==> src/rtl/sys_pkg.sv <==
// sys_pkg: shared FSM state encoding and PE mode constants for the systolic controller
package sys_pkg;

    typedef enum logic [2:0] {
        IDLE,
        LOAD_W,
        STREAM,
        DRAIN,
        DONE
    } ctrl_state_t;

    localparam logic CTRL_LOAD    = 1'b1;
    localparam logic CTRL_COMPUTE = 1'b0;

endpackage

==> src/rtl/skew_shift.sv <==
// skew_shift: ROW-deep 1-bit delay chain whose taps form the diagonal feature enables
module skew_shift #(
    parameter int ROW = 4
) (
    input  logic           clk,
    input  logic           rst_n,
    input  logic           clr,
    input  logic           din,
    output logic [ROW-1:0] taps
);

    logic [ROW:0] shifted;

    assign shifted = {taps, din};

    // Shift one stage per cycle; a cancelled job flushes the whole line at once
    always_ff @(posedge clk or negedge rst_n) begin
        if (!rst_n)
            taps <= '0;
        else if (clr)
            taps <= '0;
        else
            taps <= shifted[ROW-1:0];
    end

endmodule

==> src/rtl/systolic_ctrl.sv <==
// systolic_ctrl: sequences weight load, skewed feature streaming and drain for a systolic PE vector
module systolic_ctrl
    import sys_pkg::*;
#(
    parameter int ROW   = 4,
    parameter int LEN_W = 8
) (
    input  logic                       clk,
    input  logic                       rst_n,
    input  logic                       start,
    input  logic                       abort,
    input  logic [LEN_W-1:0]           cfg_len,
    input  logic                       w_valid,
    output logic                       w_ready,
    input  logic                       f_valid,
    output logic                       f_ready,
    output logic                       weight_en,
    output logic                       ctrl,
    output logic [ROW-1:0]             in_en,
    output logic                       busy,
    output logic                       done,
    output logic [$clog2(ROW+1)-1:0]   w_cnt,
    output logic [LEN_W-1:0]           f_cnt
);

    localparam int CW = $clog2(ROW+1);

    ctrl_state_t      state, state_nxt;
    logic [LEN_W-1:0] len;
    logic [CW-1:0]    d_cnt;
    logic             w_acc, f_acc, launch, w_last, f_last, d_last;

    assign w_acc  = w_valid & w_ready;
    assign f_acc  = f_valid & f_ready;
    assign launch = (state == IDLE) & start & ~abort;
    assign w_last = w_cnt == CW'(ROW-1);
    assign f_last = f_cnt == len - 1'b1;
    assign d_last = d_cnt == CW'(ROW-1);

    // State register
    always_ff @(posedge clk or negedge rst_n) begin
        if (!rst_n)
            state <= IDLE;
        else
            state <= state_nxt;
    end

    // Next-state logic; abort overrides every other transition
    always_comb begin
        state_nxt = state;
        if (abort)
            state_nxt = IDLE;
        else
            case (state)
                IDLE:    if (start) state_nxt = (cfg_len != '0) ? LOAD_W : DONE;
                LOAD_W:  if (w_acc && w_last) state_nxt = STREAM;
                STREAM:  if (f_acc && f_last) state_nxt = DRAIN;
                DRAIN:   if (d_last) state_nxt = DONE;
                DONE:    state_nxt = IDLE;
                default: state_nxt = IDLE;
            endcase
    end

    // Handshake and status outputs; abort withdraws both readies in the same cycle
    always_comb begin
        w_ready   = (state == LOAD_W) && !abort;
        f_ready   = (state == STREAM) && !abort;
        weight_en = w_valid && w_ready;
        ctrl      = weight_en ? CTRL_LOAD : CTRL_COMPUTE;
        busy      = state != IDLE;
        done      = (state == DONE) && !abort;
    end

    // Job length latch, beat counters and drain timer
    always_ff @(posedge clk or negedge rst_n) begin
        if (!rst_n) begin
            len   <= '0;
            w_cnt <= '0;
            f_cnt <= '0;
            d_cnt <= '0;
        end else begin
            if (launch && cfg_len != '0) begin
                len   <= cfg_len;
                w_cnt <= '0;
                f_cnt <= '0;
            end else begin
                if (w_acc)
                    w_cnt <= w_cnt + 1'b1;
                if (f_acc && f_cnt != '1)
                    f_cnt <= f_cnt + 1'b1;
            end
            d_cnt <= (state == DRAIN) ? d_cnt + 1'b1 : '0;
        end
    end

    skew_shift #(.ROW(ROW)) u_skew (
        .clk   (clk),
        .rst_n (rst_n),
        .clr   (abort && state != IDLE),
        .din   (f_acc),
        .taps  (in_en)
    );

endmodule

==> config.mk <==
export PLATFORM = sky130hd
export DESIGN_NAME = systolic_ctrl
export DESIGN_NICKNAME = d
export VERILOG_FILES = /design/src/rtl/sys_pkg.sv /design/src/rtl/skew_shift.sv /design/src/rtl/systolic_ctrl.sv
export SDC_FILE = /design/constraint.sdc
export NUM_CORES = 1
export LEC_CHECK = 0
export CAP_MARGIN = 20
export CORE_ASPECT_RATIO = 0.6
export CORE_MARGIN = 2
export CORE_UTILIZATION = 50
export CTS_CLUSTER_DIAMETER = 50
export DETAILED_ROUTE_END_ITERATION = 8
export PLACE_DENSITY = 0.79
export SYNTH_ARGS = -nofsm -noshare
export SYNTH_HDL_FRONTEND = slang
export SYNTH_HIERARCHICAL = 1
export SYNTH_SLANG_ARGS = --single-unit
==> constraint.sdc <==
create_clock -name clk -period 2.4 [get_ports clk]
set_clock_uncertainty 0.2 [all_clocks]
set_input_delay 0.48 -clock clk [delete_from_list [all_inputs] [get_ports clk]]
set_output_delay 0.48 -clock clk [all_outputs]
set_load 0.03 [all_outputs]
==> flow_metrics.tcl, run 1 <==
set metrics [dict create \
    critPathLaunchType "primary input" \
    switching_share 0.374 \
    hpwl_um 2910 \
    cts-htree-levels 2 \
    drc_errors 0 \
    setup_tns_ps 0 \
    start_util 0.545 \
    synth-main-ff-cell "dfrtp_1" \
    firstDrtPassIters 4 \
    synthTopCellsByCount "dfrtp_1 (29), nor2_1 (17), nand2_1 (15)" \
    antenna_found_initial 0 \
    powerDensity_nw_per_um2 921 \
    die_w_um 77.6 \
    cts_tree "done" \
    dr_total_vias 1337 \
    path_class "in -> reg" \
    p_int_uw 1250 \
    whs_path_depth 1 \
    min_period_over_period 0.940 \
    worst_slew_pin_slew_ps 491 \
    reg2regPathDepth 5 \
    via_per_inst 5.26 \
    ir_drop_mv 0.585 \
    fin_crit_ps 2260 \
    cts_buffers 5 \
    rsz0062_at_grt "false" \
    yosysSeqAreaShare 0.446 \
    hold_end "d_cnt[0]" \
    area_growth_pct 33.6 \
    seq_power_share 0.368 \
    max-slew-margin-rel 0.671 \
    std_cell_rows 15 \
    status "completed" \
    layout.cells.non_filler 254 \
    drt_iter0_markers 54 \
    syn_avg_cell_area_um2 9.92 \
    fin_util 0.728 \
    hold_buffers 0 \
    r2r_start "len[0]" \
    power.leakage_uw 0.000962 \
    report.final.slew_viol_count 0 \
    yosysTopAreaCell "dfrtp_1" \
    synth_fp_nets 184 \
    hold_viol 0 \
    required_ps 2390 \
    maxCapViolCount 0 \
    pwr-share-comb 0.413 \
    yosysMostFrequentCell "dfrtp_1" \
    path_max_fanout 11 \
    yosys.area.top_type_share 0.446 \
    ys_warn_count 6 \
    clock-sinks 29 \
    placedCellCount 246 \
    dieArea_um2 3740 \
    min_from "d_cnt[0]" \
    post_drt_wl_per_cell_um 14.6 \
    r2r_slack_ps 260 \
    max_freq_mhz 443 \
    finalSetupViolations 0 \
    grt_pass1_vias 1282 \
    grt_max_degree 30 \
    syn-cell-area_um2 1630 \
    io_pins 35 \
    port_buffers 34 \
    grt-ovfl-total 0 \
    cts.clk_slew.worst_paths_ps 60 \
    gp_congestion 0.750 \
    power_frac_clock 0.218 \
    whs_ps 239 \
    grt_usage 0.216 \
    ys_ff_latch 29 \
    synth-edff-count 0 \
    ant_nets 0 \
    coreArea_um2 2980 \
    syn_inst 164 \
    grt_pass1_wl_um 5900 \
    dieHeight_um 48.2 \
    drive_gt1_frac 0.193 \
    cts_buffer_depth 2 \
    synth.distinct_cells 37 \
    reg2reg_to "state[0]" \
    wl_um 3720 \
    hold_path_class "reg -> reg" \
    clock_latency_ps 280 \
    p_sw_uw 748 \
    synth_area_leaders "dfrtp_1 (45%), ha_1 (4.6%), mux2_2 (4.2%)" \
    worst_setup_path_end_kind "flip-flop" \
    cts_root_buf "clkbuf_8" \
    ys_async_sr_fraction 1.00 \
    nNetsFinal 231 \
    cp.arrival_ps 2250 \
    diodes 0 \
]
## area by class of cell
type                       count  area, µm²
fill                         217        811
timing repair buffer          48        430
clock inverter                 1       5.00
sequential                    29        726
tap                           42       52.6
multi-input combinational    120        837
clock buffer                   7       96.3
inverter                       7       26.3
## how the worst max path moves through the flow
stage / from / endpoint / slack, ps / depth (start not counted)
after floorplan: abort / f_cnt[7] / -20 / 6
after global placement: cfg_len[5] / len[6] / -150 / 5
after detailed placement: cfg_len[5] / len[0] / -210 / 6
after CTS: cfg_len[5] / len[0] / 70 / 6
after global routing: cfg_len[5] / state[0] / 30 / 7
final: cfg_len[5] / len[0] / 140 / 6
## metrics by stage
stage,power [µW],setup slack [ps],area (µm²)
floorplan,1300,-15.1,1650
global placement,1530,-146,2070
detailed placement,1570,-207,2070
CTS,2010,72.5,2170
global route,2120,29.7,2170
finish,2000,143,2170
## layout by cell type (no fill, tap or decap), types with 2 or more instances in the layout
| cell | n |
|---|---|
| dlygate4sd2_1 | 2 |
| nor4b_4 | 2 |
| or4_1 | 3 |
| o21ai_0 | 5 |
| a21oi_1 | 9 |
| dfrtp_1 | 29 |
| nor2b_1 | 7 |
| clkdlybuf4s50_1 | 27 |
| clkbuf_8 | 7 |
| xnor2_1 | 6 |
| buf_4 | 19 |
| and3_1 | 2 |
| or3_1 | 3 |
| nor4_1 | 5 |
| nor2_1 | 17 |
| nand2_1 | 15 |
| xor2_1 | 7 |
| ha_1 | 6 |
| nand4_1 | 2 |
| mux2i_1 | 3 |
| inv_1 | 6 |
| mux2_2 | 6 |
| nand3_1 | 5 |
| nor3_1 | 2 |
## registers in the layout, summed over array words and instances, names as in the netlist
register	cells
f_cnt	8
len	8
u_skew/taps	4
d_cnt	3
state	3
w_cnt	3
## critical path, cell delays in order
cell	delay (ps)
clkdlybuf4s50_1	430
or4_1	580
o21ai_1	280
nor3_4	130
buf_4	180
o21ai_0	170
## what timing repair did
item | CTS | global route
gates resized for setup | 2 | 2
setup buffers | 0 | 0
setup endpoints to repair | 4 | 13
pin swaps | 0 | 0
hold endpoints to repair | 0 | 0
## layer usage
layer	up-vias	GRT usage	wire (µm)	part of all wire
met3	6	0.0648	190	0.051
met1	636	0.277	1790	0.48
met2	35	0.360	1690	0.45
met4	0	0.0821	47	0.013
li1	660	-	-	-
met5	-	0	0	0
## power groups by stage
| stage | registers (µW) | logic (µW) | clock network, µW |
|---|---|---|---|
| 6_report | 737 | 827 | 437 |
| 5_1_grt | 759 | 891 | 468 |
| 4_1_cts | 737 | 824 | 446 |
| 3_5_place_dp | 746 | 827 | 0 |
| 3_3_place_gp | 734 | 793 | 0 |
| 2_1_floorplan | 746 | 553 | 0 |
## logic make-up after synthesis
group	after synthesis	synth area share
AND/OR/NAND/NOR	70	0.235
flip-flops	29	0.446
AO/OA/AOI/OAI	22	0.0877
buffers and inverters	15	0.0554
XOR/XNOR	13	0.0700
multiplexers	9	0.0600
adder cells (fa/ha/maj)	6	0.0462
No activity file was read; power rests on OpenSTA's default activity.
==> run 2: changes to the inputs <==
--- a/config.mk
+++ b/config.mk
@@ -5,7 +5,6 @@
 export SDC_FILE = /design/constraint.sdc
 export NUM_CORES = 1
 export LEC_CHECK = 0
-export CAP_MARGIN = 20
 export CORE_ASPECT_RATIO = 0.6
 export CORE_MARGIN = 2
 export CORE_UTILIZATION = 50
==> results of run 2 <==
Same layout as run 1: the final DEF is identical, and so are final timing and power.
